--- src/rtl/sat_operand_stage_pkg.sv ---
// sat_operand_stage_pkg: shared max-channel codes and default widths for the saturation operand stage
package sat_operand_stage_pkg;
  localparam int DW_DEF = 8;
  localparam int CW_DEF = 16;
  localparam logic [1:0] MAX_R = 2'd0;
  localparam logic [1:0] MAX_G = 2'd1;
  localparam logic [1:0] MAX_B = 2'd2;
endpackage

--- src/rtl/sat_operand_stage_minmax3.sv ---
// minmax3: picks max/min of three channels from precomputed compare flags, R>G>B tie priority
module minmax3
  import sat_operand_stage_pkg::*;
#(
  parameter int DW = DW_DEF
) (
  input  logic [DW-1:0] r,
  input  logic [DW-1:0] g,
  input  logic [DW-1:0] b,
  input  logic          ge_rg,
  input  logic          ge_rb,
  input  logic          ge_gb,
  output logic [DW-1:0] mx,
  output logic [DW-1:0] mn,
  output logic [1:0]    idx
);
  always_comb begin
    idx = ge_rg && ge_rb ? MAX_R : ge_gb ? MAX_G : MAX_B;
    mx  = idx == MAX_R ? r : idx == MAX_G ? g : b;
    mn  = ge_rb && ge_gb ? b : ge_rg ? g : r;
  end
endmodule

--- src/rtl/sat_operand_stage.sv ---
// sat_operand_stage: 2-stage RGB -> (max-min, max) divider operand pipeline with per-frame black-pixel count
module sat_operand_stage
  import sat_operand_stage_pkg::*;
#(
  parameter int DW = DW_DEF,
  parameter int CW = CW_DEF
) (
  input  logic          clk,
  input  logic          rst,
  input  logic          in_valid,
  output logic          in_ready,
  input  logic [DW-1:0] in_r,
  input  logic [DW-1:0] in_g,
  input  logic [DW-1:0] in_b,
  input  logic          in_sop,
  input  logic          in_eop,
  output logic          out_valid,
  input  logic          out_ready,
  output logic [DW-1:0] out_num,
  output logic [DW-1:0] out_dem,
  output logic [1:0]    out_max_idx,
  output logic          out_zero,
  output logic          out_sop,
  output logic          out_eop,
  output logic [CW-1:0] zcnt,
  output logic          zcnt_valid
);
  logic          s1_valid, s1_ge_rg, s1_ge_rb, s1_ge_gb, s1_sop, s1_eop;
  logic [DW-1:0] s1_r, s1_g, s1_b, mx, mn;
  logic [1:0]    idx;
  logic [CW-1:0] cnt, cnt_base, cnt_next;
  logic          s1_load, s2_load, out_fire;
  assign s2_load  = s1_valid && (!out_valid || out_ready);
  assign in_ready = !s1_valid || s2_load;
  assign s1_load  = in_valid && in_ready;
  assign out_fire = out_valid && out_ready;
  assign cnt_base = out_sop ? '0 : cnt;
  assign cnt_next = cnt_base + CW'(out_zero && !(&cnt_base));
  minmax3 #(.DW(DW)) u_minmax3 (
    .r     (s1_r),
    .g     (s1_g),
    .b     (s1_b),
    .ge_rg (s1_ge_rg),
    .ge_rb (s1_ge_rb),
    .ge_gb (s1_ge_gb),
    .mx    (mx),
    .mn    (mn),
    .idx   (idx)
  );
  always_ff @(posedge clk or posedge rst) begin
    if (rst) begin
      s1_valid    <= 1'b0;
      s1_r        <= '0;
      s1_g        <= '0;
      s1_b        <= '0;
      s1_ge_rg    <= 1'b0;
      s1_ge_rb    <= 1'b0;
      s1_ge_gb    <= 1'b0;
      s1_sop      <= 1'b0;
      s1_eop      <= 1'b0;
      out_valid   <= 1'b0;
      out_num     <= '0;
      out_dem     <= '0;
      out_max_idx <= MAX_R;
      out_zero    <= 1'b0;
      out_sop     <= 1'b0;
      out_eop     <= 1'b0;
      cnt         <= '0;
      zcnt        <= '0;
      zcnt_valid  <= 1'b0;
    end else begin
      s1_valid <= s1_load || (s1_valid && !s2_load);
      if (s1_load) begin
        s1_r     <= in_r;
        s1_g     <= in_g;
        s1_b     <= in_b;
        s1_ge_rg <= in_r >= in_g;
        s1_ge_rb <= in_r >= in_b;
        s1_ge_gb <= in_g >= in_b;
        s1_sop   <= in_sop;
        s1_eop   <= in_eop;
      end
      out_valid <= s2_load || (out_valid && !out_ready);
      if (s2_load) begin
        out_num     <= mx - mn;
        out_dem     <= mx;
        out_max_idx <= idx;
        out_zero    <= mx == '0;
        out_sop     <= s1_sop;
        out_eop     <= s1_eop;
      end
      zcnt_valid <= out_fire && out_eop;
      if (out_fire) begin
        cnt <= out_eop ? '0 : cnt_next;
        if (out_eop) zcnt <= cnt_next;
      end
    end
  end
endmodule

--- config.mk ---
export PLATFORM = sky130hd
export DESIGN_NAME = sat_operand_stage
export DESIGN_NICKNAME = d
export VERILOG_FILES = /design/src/rtl/sat_operand_stage_pkg.sv /design/src/rtl/sat_operand_stage_minmax3.sv /design/src/rtl/sat_operand_stage.sv
export SDC_FILE = /design/constraint.sdc
export NUM_CORES = 1
export LEC_CHECK = 0
export ABC_AREA = 1
export CORE_MARGIN = 4
export CORE_UTILIZATION = 25
export DETAILED_ROUTE_END_ITERATION = 6
export HOLD_SLACK_MARGIN = 0.08
export PLACE_DENSITY_LB_ADDON = 0.12
export SLEW_MARGIN = 10
export SYNTH_ARGS = -nofsm -noshare
export SYNTH_HDL_FRONTEND = slang
export SYNTH_SLANG_ARGS = --single-unit
export TNS_END_PERCENT = 20
--- constraint.sdc ---
create_clock -name clk -period 6.6 [get_ports clk]
set_input_delay 0.99 -clock clk [delete_from_list [all_inputs] [get_ports clk]]
set_output_delay 0.99 -clock clk [all_outputs]
set_load 0.01 [all_outputs]
# Word-level counts from Yosys, hierarchy flattened
# Cells that the tools add are included.
dict set report totals {
  regBits 85
  output_inout_bits 40
  word_cells 55
}
dict set report classes {
  n_addsub 2
  n_lt_le_gt_ge 3
  eq_ne 1
  mux 8
  n_reduce_logical 22
}
# op count
set ops {}
lappend ops {{16-bit two-way mux} 2}
lappend ops {{8-bit two-way mux} 4}
lappend ops {{8-bit >= comparator} 3}
lappend ops {{16-bit by 1-bit adder with 16-bit output} 1}
lappend ops {{16-bit AND reduction} 1}
lappend ops {{1-bit logical AND} 9}
lappend ops {{8-bit logical NOT} 1}
lappend ops {{8-bit subtractor} 1}
lappend ops {{1-bit logical NOT} 5}
lappend ops {{1-bit logical OR} 4}
lappend ops {{2-bit two-way mux} 2}
lappend ops {{2-bit by 1-bit equality test with 1-bit output (second input constant)} 1}
lappend ops {{2-bit logical NOT} 1}
lappend ops {{2-bit AND reduction} 1}

# Depth between registers and ports, before layout
dict set report logic_depth {
  ltp_word 6
  depth_mapped 17
  mapped_depth_nobuf 16
}

# Hierarchy
# Synthesis repeated with hierarchy kept, for this count alone.
dict set report hier_totals {
  hier_cells 673
  area_unflattened_um2 5142.4
}
# module instances cells_each area_per_inst_um2
set modules_own_cells {}
lappend modules_own_cells {sat_operand_stage 1 572 4599.4}
lappend modules_own_cells {minmax3 1 101 543.0}

# Worst setup path before layout
# Ideal clock, no wire load.
dict set report synth_timing {
  kind {register to register}
  startpoint {reg out_sop}
  endpoint {reg cnt[10]}
  setup_ns 0.125
  arrival_ns 2.105
  required_time_ns 6.475
  slack_ns 4.369
  stages_incl_launch_ff 17
  path_buffers 2
  cell_sequence {dfrtp_1 -> buf_6 -> clkinv_4 -> buf_8 -> nand2_4 -> nor3_2 -> nand2_2 -> nor2_1 -> nor2_1 -> ha_1 -> ha_1 -> nand2_2 -> inv_2 -> nand2_1 -> nor2_1 -> xor2_1 -> o21ai_1}
}
dict set report synth_between {
  elab_chain_cells 6
}
# item line_no
set synth_rtl {}
lappend synth_rtl {{from (decl)} sat_operand_stage.sv:23} ;# output logic out_sop,
lappend synth_rtl {{from (signal assigned)} sat_operand_stage.sv:89} ;# out_sop <= s1_sop;
lappend synth_rtl {{16-bit two-way mux *} sat_operand_stage.sv:37} ;# assign cnt_base = out_sop ? '0 : cnt;
lappend synth_rtl {{16-bit AND reduction} sat_operand_stage.sv:38} ;# assign cnt_next = cnt_base + CW'(out_zero && !(&cnt_base));
lappend synth_rtl {{1-bit logical NOT} sat_operand_stage.sv:38}
lappend synth_rtl {{1-bit logical AND} sat_operand_stage.sv:38}
lappend synth_rtl {{16-bit by 1-bit adder with 16-bit output *} sat_operand_stage.sv:38}
lappend synth_rtl {{16-bit two-way mux *} sat_operand_stage.sv:94} ;# cnt <= out_eop ? '0 : cnt_next;
lappend synth_rtl {{to (signal assigned)} sat_operand_stage.sv:94}
lappend synth_rtl {{to (decl)} sat_operand_stage.sv:31} ;# logic [CW-1:0] cnt, cnt_base, cnt_next;
# Every way passes the cells marked *; elsewhere a longest branch is shown, timed or not.
# A chain may end at the register's enable or synchronous reset.

# Final worst setup path
dict set report layout_timing {
  startpoint {in out_ready}
  endpoint {out in_ready}
}
dict set report layout_between {
  elab_chain_cells 3
}
# item line_no
set layout_rtl {}
lappend layout_rtl {{from (decl)} sat_operand_stage.sv:18} ;# input logic out_ready,
lappend layout_rtl {{1-bit logical OR} sat_operand_stage.sv:33} ;# assign s2_load = s1_valid && (!out_valid || out_ready);
lappend layout_rtl {{1-bit logical AND} sat_operand_stage.sv:33}
lappend layout_rtl {{1-bit logical OR} sat_operand_stage.sv:34} ;# assign in_ready = !s1_valid || s2_load;
lappend layout_rtl {{to (decl)} sat_operand_stage.sv:11} ;# output logic in_ready,
# Every way passes these cells.

==> run metrics <==
status finished, final reports clean; CTS tree yes; HP Class register to register; multiplexer share of the synthesized area 0%; part of the power in registers 38.1%; leading cell type in the layout, fill and taps excluded nand2_1; switching power between 0.5 and 0.6 mW; first-pass GRT wire length about 22,000 um; Critical path destination in_ready; ant diodes 0; Finished Layout Cells between 900 and 1,000; main combinational cell family by area after synthesis simple AND/OR/NAND/NOR gates; yosys warns 0; Max-Cap Viols 0; CORE AREA ~19,000 um^2; final slew viol count 0; post-DR wirelength/cell 13.7 um; DIE AREA 21,700 um^2; Combinational Power Share 32.4%; compound-gate portion of the synthesized area 11.4%; R2R setup slack roughly 3800 ps; Setup violations, final 0; Initial DRC Count 221; Final period util 48.9%; adder-cell area share of the yosys netlist under 10%; gr ovfl total 0; Mapped Area approximately 4900 um^2; nets@finish between 700 and 800; Worst Path Arrival 2240 ps; largest area contributor in the netlist dfrtp_1; Critical Path Start Type primary input; Yosys top cell area share 43.7%; met1 Track Usage GR 17.7%; die width 147 um; met3 Usage GRT 2.24%; ys flop type dfrtp_1; min cycle time layout 3230 ps; drc violations 0; Detail Placement HPWL 10,100 um; Power Density 282 nW/um^2; cells after synthesis 615; proportion of power drawn by the clock network 29.5%; Seq/Total Area, Yosys 43.7%; XOR/XNOR share of the synthesized area around 1.8%; endpoints failing hold 0; Worst Hold Margin 478 ps; post-CTS setup buffer count 0; switching share of power 33.6%; P_int roughly 1.1 mW; Worst-Margin Slew 1050 ps; critical path type primary input to primary output; CP Capture Type primary output; I/O pin count 70; Fmax 0.310 GHz; Multi-input gate area approximately 2400 um^2; initial antenna violation count 0; Via density 4.33; Finished Core Util between 30 and 40%; fraction of layout cells with a size suffix above 1 8.88%; die height 147 um; final instance area 6140 um^2; DP Cell Count 931; Clock Path Buffers 2; crit path from out_ready; Most Crowded Layer GR met2; initial core utilization 25.7%; Synth-to-Final Area Change 26.3%; cts hold-fix bufs 0; async set-reset flop share out of synthesis between 90% and 100%; GRT Total Usage approximately an eighth; total wire length about 13,000 um; reg2reg end cnt[13]; Port-buffer cells a little under 70; number of flops mapped to enable cells by yosys 0; met2 Use GR between 10% and 20%; vias in the first global route about 4,200; Post-DP Area 5810 um^2; r2r startpoint out_sop; clk root buf clkbuf_16; worst reg2reg path depth 15; clk_lat worst skew 340 ps; ANT nets after route 0; clk slew on worst S/H paths 50 ps; most frequent cells in the layout nand2_1 (203), dfrtp_1 (85), clkdlybuf4s50_1 (69); worst relative slew slack 30.0%; hold depth 2; Filler cells 2,034; worst path required time 5610 ps; Leakage 2.93 nW; synth unique cells 38; FF/Latch Area ~2100 um^2; drt pass-1 iters 4; mean post-synth cell area 7.91 um^2; crit-path max FO 3; CTS Sinks 85; Vias 4,102; largest net degree at the start of global routing 86; Peak VDD IR 0.0000867 V; post-synthesis sequential element count 85; Worst Skew 6.53 ps; Row Count 50; top cells by area, synth dfrtp_1 (44%), nand2_1 (16%), ha_1 (8.5%), o21ai_0 (6.0%), inv_1 (4.7%); unrepaired setup endpoints after global routing false; Num CTS Buffers 9; Post-Synth Simple-Gate Area between 20% and 30%; final weighted congestion in routability-driven placement about 0.83; Net Count, Synth 678; PostCTS Resize Cnt 0; H-tree levels 3; final setup TNS 0 ps
Yosys cell counts (9+ instances only):
library cell  number
a21oi_1           20
clkbuf_1          10
dfrtp_1           85
ha_1              33
inv_1             61
inv_2              9
nand2_1          203
nand2_2           11
nand3_1           26
nor2_1            27
o21ai_0           58
xor2_1             9
power groups by stage:
stage	clock (mW)	sequential [mW]	combinational (mW)
after detailed placement	0	0.669	0.565
after CTS	0.532	0.660	0.568
after global placement	0	0.666	0.563
after global routing	0.554	0.671	0.640
final	0.511	0.659	0.560
after floorplan	0	0.669	0.341
cell families (layout without fill, tap and decap cells):
kind of cell,count (synthesis),in the layout
DFF,85,85
and+or+nand+nor,298,298
buffers and inverters,88,160
adders and majority gates,33,33
xor gates and xnor gates,10,10
AOI/OAI and AO/OA,101,101
metrics by stage:
step	setup slack [ps]	power, mW
floorplan	3420	1.01
CTS	3310	1.76
detailed placement	2960	1.23
global route	3020	1.86
global placement	3000	1.23
finish	3370	1.73
critical path: stages:
cell             delay [ps]
clkdlybuf4s50_1         490
inv_1                    60
nand3_1                 110
clkdlybuf4s50_1         580
worst min-delay path by stage:
stage / startpoint / to / slack [ps]
after floorplan: cnt[14] / cnt[14] / 450
after global placement: zcnt[15] / zcnt[15] / 470
after detailed placement: zcnt[6] / zcnt[6] / 470
after CTS: out_dem[2] / out_dem[2] / 490
after global routing: out_dem[2] / out_dem[2] / 500
final: out_dem[5] / out_dem[5] / 480
state kept, by name, indices dropped and copies added, names as in the netlist, 2 cells and up:
register	count
s1_r	8
s1_g	8
out_dem	8
out_num	8
out_max_idx	2
s1_b	8
cnt	16
zcnt	16
cell type report:
type                       instances  share of cell area (%)
clock buffer                      12                    4.18
clock inverter                     3                   0.713
inverter                          73                    4.56
multi-input combinational        442                    38.7
sequential                        85                    34.6
tap                              260                    5.30
timing repair buffer              72                    11.9
layer usage:
| layer | vias to the layer above | routed length (um) | share of wire, % |
|---|---|---|---|
| li1 | 2132 | - | - |
| met1 | 1849 | 6740 | 52 |
| met2 | 105 | 5390 | 42 |
| met3 | 16 | 599 | 4.6 |
| met4 | 0 | 250 | 1.9 |
| met5 | - | 0 | 0 |
Power figures use the tool's default switching activity.
